**config.mk**
```make
export PLATFORM = sky130hd
export DESIGN_NAME = bloke2s_host_flat
export DESIGN_NICKNAME = d
export VERILOG_FILES = /design/src/rtl/bloke2s_pkg.sv /design/src/rtl/bloke2s_host_if.sv /design/src/rtl/bloke2s_digest_collect.sv /design/src/rtl/bloke2s_host.sv /design/src/flat_wrapper.sv
export SDC_FILE = /design/constraint.sdc
export NUM_CORES = 1
export LEC_CHECK = 0
export ABC_AREA = 0
export CORE_UTILIZATION = 45
export CTS_CLUSTER_SIZE = 20
export DETAILED_ROUTE_END_ITERATION = 16
export HOLD_SLACK_MARGIN = 0.08
export PLACE_DENSITY = 0.77
export SYNTH_ARGS = -nofsm -noshare
export SYNTH_HDL_FRONTEND = slang
export SYNTH_HIERARCHICAL = 1
export SYNTH_SLANG_ARGS = --single-unit
```
**constraint.sdc**
```tcl
create_clock -name clk -period 1.9 [get_ports clk]
set_clock_uncertainty 0.05 [all_clocks]
set_input_delay 0.38 -clock clk [delete_from_list [all_inputs] [get_ports clk]]
set_output_delay 0.38 -clock clk [all_outputs]
set_load 0.01 [all_outputs]
```
**src/rtl/bloke2s_pkg.sv**
```systemverilog
// Shared types for the bloke2s host: FSM states, result flags and the default digest size.
package bloke2s_pkg;

  localparam int DIGEST_BYTES_DFLT = 32;

  typedef enum logic [2:0] {
    IDLE,
    START,
    FEED,
    FINISH,
    COLLECT,
    DONE
  } state_e;

  typedef struct packed {
    logic match;
    logic len_err;
    logic timeout;
  } result_t;

endpackage

```
**src/rtl/bloke2s_host_if.sv**
```systemverilog
// Bundle of message-stream, core-handshake and result signals around one bloke2s host.
interface bloke2s_host_if #(
  parameter int DIGEST_BYTES = bloke2s_pkg::DIGEST_BYTES_DFLT
);

  localparam int DW = 8 * DIGEST_BYTES;

  logic [7:0]    s_data;
  logic          s_valid;
  logic          s_ready;
  logic          s_last;
  logic          s_empty;
  logic [DW-1:0] exp_digest;

  logic          hs_start;
  logic          hs_finish;
  logic [7:0]    hs_din;
  logic          hs_din_valid;
  logic          hs_din_ready;
  logic          hs_din_end;
  logic [7:0]    hs_dout;
  logic          hs_dout_valid;
  logic          hs_dout_end;

  logic          res_valid;
  logic          res_match;
  logic          res_len_err;
  logic          res_timeout;
  logic [DW-1:0] digest;
  logic          busy;

  modport master (
    input  s_data, s_valid, s_last, s_empty, exp_digest,
    input  hs_din_ready, hs_dout, hs_dout_valid, hs_dout_end,
    output s_ready, hs_start, hs_finish, hs_din, hs_din_valid, hs_din_end,
    output res_valid, res_match, res_len_err, res_timeout, digest, busy
  );

  modport slave (
    output s_data, s_valid, s_last, s_empty, exp_digest,
    output hs_din_ready, hs_dout, hs_dout_valid, hs_dout_end,
    input  s_ready, hs_start, hs_finish, hs_din, hs_din_valid, hs_din_end,
    input  res_valid, res_match, res_len_err, res_timeout, digest, busy
  );

endinterface

```
**src/rtl/bloke2s_digest_collect.sv**
```systemverilog
// Digest shift register with saturating byte count and comparison against a latched expected digest.
// Captures one byte per shift_en cycle; clr loads the expected value and empties the collector.
module bloke2s_digest_collect
  import bloke2s_pkg::*;
#(
  parameter int DIGEST_BYTES = DIGEST_BYTES_DFLT
) (
  input  logic                      clk,
  input  logic                      rst,
  input  logic                      clr,
  input  logic                      shift_en,
  input  logic [7:0]                din,
  input  logic [8*DIGEST_BYTES-1:0] exp_in,
  output logic [8*DIGEST_BYTES-1:0] digest,
  output logic                      len_ok,
  output logic                      dig_eq
);

  localparam int DW = 8 * DIGEST_BYTES;
  localparam int CW = $clog2(DIGEST_BYTES + 2);
  localparam logic [CW-1:0] CNT_SAT = CW'(DIGEST_BYTES + 1);
  localparam logic [CW-1:0] CNT_EXP = CW'(DIGEST_BYTES);

  logic [DW-1:0] dig_q, dig_d;
  logic [DW-1:0] exp_q, exp_d;
  logic [CW-1:0] cnt_q, cnt_d;

  // Overflowing digests keep shifting so the newest DIGEST_BYTES bytes remain.
  always_comb begin
    dig_d = dig_q;
    exp_d = exp_q;
    cnt_d = cnt_q;
    if (clr) begin
      dig_d = '0;
      cnt_d = '0;
      exp_d = exp_in;
    end else if (shift_en) begin
      dig_d = {dig_q[DW-9:0], din};
      if (cnt_q != CNT_SAT) begin
        cnt_d = cnt_q + CW'(1);
      end
    end
  end

  always_ff @(posedge clk) begin
    if (!rst) begin
      dig_q <= '0;
      exp_q <= '0;
      cnt_q <= '0;
    end else begin
      dig_q <= dig_d;
      exp_q <= exp_d;
      cnt_q <= cnt_d;
    end
  end

  assign digest = dig_q;
  assign len_ok = (cnt_q == CNT_EXP);
  assign dig_eq = (dig_q == exp_q);

endmodule

```
**src/rtl/bloke2s_host.sv**
```systemverilog
// Drives one bloke2s core per message job and checks the streamed digest; one result strobe per job.
// Message bytes pass straight through to the core (no buffering), so s_ready follows hs_din_ready in FEED.
module bloke2s_host
  import bloke2s_pkg::*;
#(
  parameter int DIGEST_BYTES = DIGEST_BYTES_DFLT,
  parameter int TIMEOUT      = 4096,
  parameter int TO_W         = 13
) (
  input  logic           clk,
  input  logic           rst,
  bloke2s_host_if.master bus
);

  localparam int DW = 8 * DIGEST_BYTES;
  localparam logic [TO_W-1:0] TO_LAST = TO_W'(TIMEOUT - 1);

  state_e          state_q, state_d;
  logic [TO_W-1:0] to_q, to_d;
  logic            tmo_q, tmo_d;

  logic            clr;
  logic            shift_en;
  logic            s_rdy;
  logic            start;
  logic            finish;
  logic            din_vld;
  logic [7:0]      din;
  logic            res_vld;
  logic [DW-1:0]   dig;
  logic            len_ok;
  logic            dig_eq;
  result_t         res;

  always_comb begin
    state_d  = state_q;
    to_d     = to_q;
    tmo_d    = tmo_q;
    clr      = 1'b0;
    shift_en = 1'b0;
    s_rdy    = 1'b0;
    start    = 1'b0;
    finish   = 1'b0;
    din_vld  = 1'b0;
    din      = 8'h00;
    res_vld  = 1'b0;
    unique case (state_q)
      IDLE: begin
        if (bus.s_valid) begin
          clr     = 1'b1;
          tmo_d   = 1'b0;
          state_d = START;
        end
      end
      START: begin
        start = 1'b1;
        // A zero-length message is acknowledged here since FEED is skipped.
        if (bus.s_valid && bus.s_empty) begin
          s_rdy   = 1'b1;
          state_d = FINISH;
        end else begin
          state_d = FEED;
        end
      end
      FEED: begin
        din_vld = bus.s_valid;
        din     = bus.s_data;
        s_rdy   = bus.hs_din_ready;
        if (bus.s_valid && bus.hs_din_ready && bus.s_last) begin
          state_d = FINISH;
        end
      end
      FINISH: begin
        finish  = 1'b1;
        to_d    = '0;
        state_d = COLLECT;
      end
      COLLECT: begin
        shift_en = bus.hs_dout_valid;
        to_d     = to_q + TO_W'(1);
        if (bus.hs_dout_end) begin
          state_d = DONE;
        end else if (to_q == TO_LAST) begin
          tmo_d   = 1'b1;
          state_d = DONE;
        end
      end
      DONE: begin
        res_vld = 1'b1;
        state_d = IDLE;
      end
      default: state_d = IDLE;
    endcase
  end

  always_ff @(posedge clk) begin
    if (!rst) begin
      state_q <= IDLE;
      to_q    <= '0;
      tmo_q   <= 1'b0;
    end else begin
      state_q <= state_d;
      to_q    <= to_d;
      tmo_q   <= tmo_d;
    end
  end

  bloke2s_digest_collect #(
    .DIGEST_BYTES(DIGEST_BYTES)
  ) u_collect (
    .clk      (clk),
    .rst      (rst),
    .clr      (clr),
    .shift_en (shift_en),
    .din      (bus.hs_dout),
    .exp_in   (bus.exp_digest),
    .digest   (dig),
    .len_ok   (len_ok),
    .dig_eq   (dig_eq)
  );

  always_comb begin
    res = '0;
    if (res_vld) begin
      res.timeout = tmo_q;
      res.len_err = !tmo_q && !len_ok;
      res.match   = !tmo_q && len_ok && dig_eq;
    end
  end

  assign bus.s_ready      = s_rdy;
  assign bus.hs_start     = start;
  assign bus.hs_finish    = finish;
  assign bus.hs_din       = din;
  assign bus.hs_din_valid = din_vld;
  assign bus.hs_din_end   = 1'b0;
  assign bus.res_valid    = res_vld;
  assign bus.res_match    = res.match;
  assign bus.res_len_err  = res.len_err;
  assign bus.res_timeout  = res.timeout;
  assign bus.digest       = dig;
  assign bus.busy         = (state_q != IDLE);

endmodule

```
**src/flat_wrapper.sv**
```systemverilog
// flat-port wrapper written by rule: the top's interface ports become plain ports
module bloke2s_host_flat import bloke2s_pkg::*;
#(
  parameter int DIGEST_BYTES = DIGEST_BYTES_DFLT,
  parameter int TIMEOUT      = 4096,
  parameter int TO_W         = 13
)
  (clk, rst, bus_s_data, bus_s_valid, bus_s_last, bus_s_empty, bus_exp_digest, bus_hs_din_ready, bus_hs_dout, bus_hs_dout_valid, bus_hs_dout_end, bus_s_ready, bus_hs_start, bus_hs_finish, bus_hs_din, bus_hs_din_valid, bus_hs_din_end, bus_res_valid, bus_res_match, bus_res_len_err, bus_res_timeout, bus_digest, bus_busy);
  bloke2s_host_if #(.DIGEST_BYTES(DIGEST_BYTES)) bus_i ();
  input  logic clk;
  input  logic rst;
  input wire logic [$bits(bus_i.s_data)-1:0] bus_s_data;
  input wire logic [$bits(bus_i.s_valid)-1:0] bus_s_valid;
  input wire logic [$bits(bus_i.s_last)-1:0] bus_s_last;
  input wire logic [$bits(bus_i.s_empty)-1:0] bus_s_empty;
  input wire logic [$bits(bus_i.exp_digest)-1:0] bus_exp_digest;
  input wire logic [$bits(bus_i.hs_din_ready)-1:0] bus_hs_din_ready;
  input wire logic [$bits(bus_i.hs_dout)-1:0] bus_hs_dout;
  input wire logic [$bits(bus_i.hs_dout_valid)-1:0] bus_hs_dout_valid;
  input wire logic [$bits(bus_i.hs_dout_end)-1:0] bus_hs_dout_end;
  output wire logic [$bits(bus_i.s_ready)-1:0] bus_s_ready;
  output wire logic [$bits(bus_i.hs_start)-1:0] bus_hs_start;
  output wire logic [$bits(bus_i.hs_finish)-1:0] bus_hs_finish;
  output wire logic [$bits(bus_i.hs_din)-1:0] bus_hs_din;
  output wire logic [$bits(bus_i.hs_din_valid)-1:0] bus_hs_din_valid;
  output wire logic [$bits(bus_i.hs_din_end)-1:0] bus_hs_din_end;
  output wire logic [$bits(bus_i.res_valid)-1:0] bus_res_valid;
  output wire logic [$bits(bus_i.res_match)-1:0] bus_res_match;
  output wire logic [$bits(bus_i.res_len_err)-1:0] bus_res_len_err;
  output wire logic [$bits(bus_i.res_timeout)-1:0] bus_res_timeout;
  output wire logic [$bits(bus_i.digest)-1:0] bus_digest;
  output wire logic [$bits(bus_i.busy)-1:0] bus_busy;
  assign bus_i.s_data = bus_s_data;
  assign bus_i.s_valid = bus_s_valid;
  assign bus_i.s_last = bus_s_last;
  assign bus_i.s_empty = bus_s_empty;
  assign bus_i.exp_digest = bus_exp_digest;
  assign bus_i.hs_din_ready = bus_hs_din_ready;
  assign bus_i.hs_dout = bus_hs_dout;
  assign bus_i.hs_dout_valid = bus_hs_dout_valid;
  assign bus_i.hs_dout_end = bus_hs_dout_end;
  assign bus_s_ready = bus_i.s_ready;
  assign bus_hs_start = bus_i.hs_start;
  assign bus_hs_finish = bus_i.hs_finish;
  assign bus_hs_din = bus_i.hs_din;
  assign bus_hs_din_valid = bus_i.hs_din_valid;
  assign bus_hs_din_end = bus_i.hs_din_end;
  assign bus_res_valid = bus_i.res_valid;
  assign bus_res_match = bus_i.res_match;
  assign bus_res_len_err = bus_i.res_len_err;
  assign bus_res_timeout = bus_i.res_timeout;
  assign bus_digest = bus_i.digest;
  assign bus_busy = bus_i.busy;
  bloke2s_host #(.DIGEST_BYTES(DIGEST_BYTES), .TIMEOUT(TIMEOUT), .TO_W(TO_W)) u_core (.clk(clk), .rst(rst), .bus(bus_i));
endmodule
```
# Word-level counts from Yosys, hierarchy flattened
# Index checks and enable logic that the tools add are counted.
[classes] n_addsub=2 bitwise_logic=1 n_mux=22 reduce_logical=16 eq_ne=14
[op_table] op="256-bit == test" count=1
[op_table] op="13-bit one-hot mux with 2 select lines" count=1
[op_table] op="3-bit two-way mux" count=5
[op_table] op="3-bit one-hot mux with 5 select lines" count=1
[op_table] op="13-bit by 1-bit adder with 13-bit output (second input constant)" count=1
[op_table] op="13-bit by 12-bit == test with 1-bit output (second input constant)" count=1
[op_table] op="1-bit two-way mux" count=12
[op_table] op="8-bit two-way mux" count=1
[op_table] op="6-bit by 1-bit adder with 6-bit output (second input constant)" count=1
[op_table] op="3-bit by 2-bit == test with 1-bit output (second input constant)" count=2
[op_table] op="3-bit == test (second input constant)" count=2
[op_table] op="6-bit == test (second input constant)" count=1
[op_table] op="1-bit logical AND" count=6
[op_table] op="6-bit != test (second input constant)" count=1
[op_table] op="2-bit by 1-bit != test with 1-bit output (second input constant)" count=2
[op_table] op="2-bit != test (second input constant)" count=2
[op_table] op="1-bit one-hot mux with 2 select lines" count=2
[op_table] op="4-bit AND reduction" count=1
[op_table] op="2-bit nonzero test" count=2
[op_table] op="3-bit by 1-bit == test with 1-bit output (second input constant)" count=1
[op_table] op="3-bit logical NOT" count=1
[op_table] op="3-bit by 2-bit != test with 1-bit output (second input constant)" count=1
[op_table] op="3-bit AND reduction" count=1
[op_table] op="3-bit nonzero test" count=1
[op_table] op="4 further kinds" count=5
[totals] inputBits=280 regBits=535 word_cells=61 output_inout_bits=274

# Logic depth before layout (Yosys ltp)
[depth] ltp_word=4 depth_mapped=9 mapped_depth_nobuf=7

# Hierarchy
# Netlist, hierarchy kept.
[modules_own_cells] mod="bloke2s_digest_collect" cells_each=2025 instances=1 area_each_um2=21564.4 seq_area_each_um2=10369.9
[modules_own_cells] mod="bloke2s_host" cells_each=131 instances=1 area_each_um2=1041.0 seq_area_each_um2=340.3

# Least setup slack after synthesis
# Ideal clock, no wire load.
[synth_path] kind="register -> register" start="register u_core.state_q[1]" end="register u_core.u_collect.dig_q[212], in the netlist u_core/u_collect/digest[212]" synth_period_minus_slack_ns=2.067 setup_ns=0.117 t_arrival_ns=1.899 stages_incl_launch_ff=10 required_time_ns=1.733 path_slack_ns=-0.167 path_cell_list="dfxtp_1 -> clkbuf_1 -> nor3b_1 -> buf_2 -> and2_1 -> buf_2 -> buf_4 -> buf_2 -> mux2i_1 -> nor2_1"
[synth_lines] element="start, declared" line="bloke2s_host.sv:18" text="state_e state_q, state_d;"
[synth_lines] element="start signal, assigned" line="bloke2s_host.sv:102" text="state_q <= state_d;"
[synth_lines] element="3-bit == test" line="bloke2s_host.sv:47" text="unique case (state_q)"
[synth_lines] element="1-bit two-way mux" line="bloke2s_host.sv:47"
[synth_lines] element="net u_core.shift_en" line="bloke2s_host.sv:23" text="logic shift_en;"
[synth_lines] element="end signal, assigned" line="bloke2s_digest_collect.sv:51" text="dig_q <= dig_d;"
[synth_lines] element="end, declared" line="bloke2s_digest_collect.sv:24" text="logic [DW-1:0] dig_q, dig_d;"
# The timed path passes the listed nets, and every way through them passes these cells.
# A chain may end at the register's enable or synchronous reset.

# Worst setup path in the final report
[layout_path] start="register u_core.u_collect.exp_q[84]" end="output port bus_res_match"
[layout_via] elab_chain_cells=3
[layout_rtl] element="start, declared" line="bloke2s_digest_collect.sv:25" text="logic [DW-1:0] exp_q, exp_d;"
[layout_rtl] element="start signal, assigned" line="bloke2s_digest_collect.sv:52" text="exp_q <= exp_d;"
[layout_rtl] element="256-bit == test" line="bloke2s_digest_collect.sv:59" text="assign dig_eq = (dig_q == exp_q);"
[layout_rtl] element="net u_core.dig_eq" line="bloke2s_host.sv:32" text="logic dig_eq;"
[layout_rtl] element="1-bit logical AND" line="bloke2s_host.sv:127" text="res.match = !tmo_q && len_ok && dig_eq;"
[layout_rtl] element="3-bit two-way mux" line="bloke2s_host.sv:124" text="if (res_vld) begin"
[layout_rtl] element="end, declared" line="flat_wrapper.sv:28" text="output wire logic [$bits(bus_i.res_match)-1:0] bus_res_match;"
# The timed path passes the listed nets, and every way through them passes these cells.

==> impl_metrics.ini <==
[outcome]
violations = setup timing
status = finished, violations left

[timing]
fin_ws_ps = -1630
setup_tns_ps = -44000
tightest_slew_ps = 672
final.min_clock_period_ps = 3530
grt_setup_unrepaired = yes
slew_viol_final = 0
timing.final.crit_share = 1.86
hold_viol = 0
fmax_mhz = 284
max_slew_margin = 0.552
setup_violations = 503

[critical_path]
end_kind = output port
worstSetupStartpointType = register
timing.rr.start = u_core/state_q[2]$_SDFFE_PN0P_
worstPathMaxFanout = 2
startpoint = u_core/u_collect/exp_q[84]$_SDFFE_PN0P_
criticalPathCategory = reg -> out
critical_path_required_ps = 1470
worstPathArrival_ps = 3100

[synth]
synth_area_per_cell_um2 = 10.5
syn_area_mm2 = 0.0226
yosysMostFrequentCell = dfxtp_1
ys_seq_elements = 535
syn_inst = 2156
yosysTopAreaCellShare = 0.474
synth_top_area_cell = dfxtp_1
synth_cell_types = 40
synth_edf_count = 0
synth_ff_type = dfxtp_1
seq_area_frac_synth = 0.474
yosysWarnings = 6
synth_nets = 2440
async_flop_share = 0
yosys-top-cells-area = dfxtp_1 (47%), mux2i_1 (23%), xnor2_1 (10%)
synth_top_cells_by_count = dfxtp_1 (535), mux2i_1 (517), nor2_1 (266)

[clock_tree]
cts_sinks = 535
path_clk_slew_ps = 60
cts_tree = done
clk_latency_ps = 610
cts_buffer_depth = 3
cts_root_buffer = clkbuf_16
cts_made_buffers = 55
h-tree-depth = 2

[global_route]
antenna_found_initial = 14
grt_pass1_wl_um = 155000
grt_overflow = 0
grt_max_degree = 128
grt_pass1_vias = 22785
grt_usage = 0.424

[min_path]
hold_start = bus_exp_digest[12]
hp-class = in -> reg

[die]
die_h_um = 226
fp-row-count = 81
ios = 554
die_w_um = 226
dieArea_mm2 = 0.0511
coreArea_mm2 = 0.0493
initial_utilization = 0.459

[drt]
vias = 22482
drtAntennaViolNets = 0
drtIter0Drc = 2469
first_pass_iters = 6
drt_wl_total_um = 113000
wl_per_cell_um = 27.7
route.detailed.drc = 0
routed_via_density = 5.54

[cells_and_area]
syn_to_final_growth_pct = 69.8
drive_gt1_frac = 0.298
nets = 3624

[power]
p_per_area_mw_per_mm2 = 773
power.leakage_nw = 15.9
ir_worst_vdd_v = 0.000613
finalPower_mw = 29.7

[placed_design]
port_buffers = 552
dpl.hpwl_um = 77500
place_congestion = 0.925

[job]
cap_violations = 0
==> cell type report <==
cell class | instances | area [um^2]
timing repair buffer | 1252 | 12800
multi-input combinational | 1488 | 12000
fill | 3168 | 10900
sequential | 535 | 10800
clock buffer | 81 | 1690
tap | 664 | 831
clock inverter | 20 | 150
antenna | 13 | 32.5
inverter | 8 | 30.0
==> path summary, 6_finish.rpt <==
| kind | endpoint | slack [ps] | cells after the start |
|---|---|---|---|
| setup / recovery | bus_res_match | -1630 | 10 |
| hold / removal | u_core/u_collect/exp_q[12]$_SDFFE_PN0P_ | 340 | 3 |
| hold reg to reg | u_core/to_q[11]$_SDFFE_PN0P_ | 440 | 2 |
| setup reg to reg | u_core/u_collect/exp_q[141]$_SDFFE_PN0P_ | -200 | 10 |
==> flip-flops by register name (all words and copies together) (netlist names) <==
| register | flops |
|---|---|
| u_core/u_collect/cnt_q | 6 |
| u_core/to_q | 13 |
| u_core/tmo_q | 1 |
| u_core/u_collect/exp_q | 256 |
| u_core/u_collect/digest | 256 |
| u_core/state_q | 3 |
==> what timing repair did <==
item,in CTS,in global routing
endpoints found under the hold margin,8,0
resized for setup,612,91
buffers inserted,90,10
hold buffers,1,0
pin swaps,61,21
gates cloned,53,2
setup endpoints to repair,450,554
==> cell families after synthesis <==
family,synth area share
AOI/OAI and AO/OA,0.00692
muxes,0.229
adders and majority gates,0.00221
and+or+nand+nor,0.159
buffers and inverters,0.0279
xor gates and xnor gates,0.101
other,0.000166
DFF,0.474
==> per-layer routing <==
metal,part of all wire,global-route usage
met5,0.00029,0
met4,0.072,0.270
met3,0.098,0.0948
met2,0.46,0.692
met1,0.37,0.503
==> stage by stage <==
| step | utilization | instance area, um^2 | setup WS [ps] | cells | hold WS (ps) |
|---|---|---|---|---|---|
| 2_1_floorplan | - | 22700 | -32.7 | 2156 | 399 |
| 3_3_place_gp | 0.671 | 33000 | -1800 | 3802 | 418 |
| 3_5_place_dp | 0.671 | 33000 | -1810 | 3802 | 429 |
| 4_1_cts | 0.769 | 37900 | -1630 | 4043 | 304 |
| 5_1_grt | 0.779 | 38400 | -1670 | 4057 | 345 |
| 6_report | 0.779 | 38400 | -1630 | 4061 | 345 |
==> report_power, final <==
part | total, mW | switching (mW) | internal [mW] | leakage [nW]
logic | 6.48 | 2.87 | 3.61 | 10.5
registers | 12.1 | 0.407 | 11.7 | 4.39
clock network | 11.1 | 4.69 | 6.39 | 0.932
==> placed cells by master (no fill, tap or decap), drive strengths merged, types with 3 or more instances in the layout <==
cell	synthesis	layout
or4	4	4
nand4	73	73
clkdlybuf4s50	0	278
nand2b	8	8
nor2b	258	258
nor2	266	266
ha	4	4
and2	11	11
xor2	4	4
bufbuf	0	5
clkinv	0	18
buf	83	710
a311oi	4	4
dlygate4sd2	0	251
o211ai	3	3
dfxtp	535	535
diode	0	13
clkdlybuf4s15	0	5
inv	8	8
nand2	11	11
nor4	21	21
clkbuf	42	83
nand3	14	14
xnor2	257	257
mux2i	517	517
a21oi	7	7
nor3b	3	3
nor3	4	4
==> worst max-delay path, stage by stage (launching register included) <==
cell and delay, ps:
dfxtp_1 330, xnor2_1 340, nand4_1 210, buf_4 200, nor4_2 230, nand4_1 180
nor4_4 360, buf_4 200, nand2_4 60, nor3_4 190, buf_2 170
(Power assumes the default switching activity.)
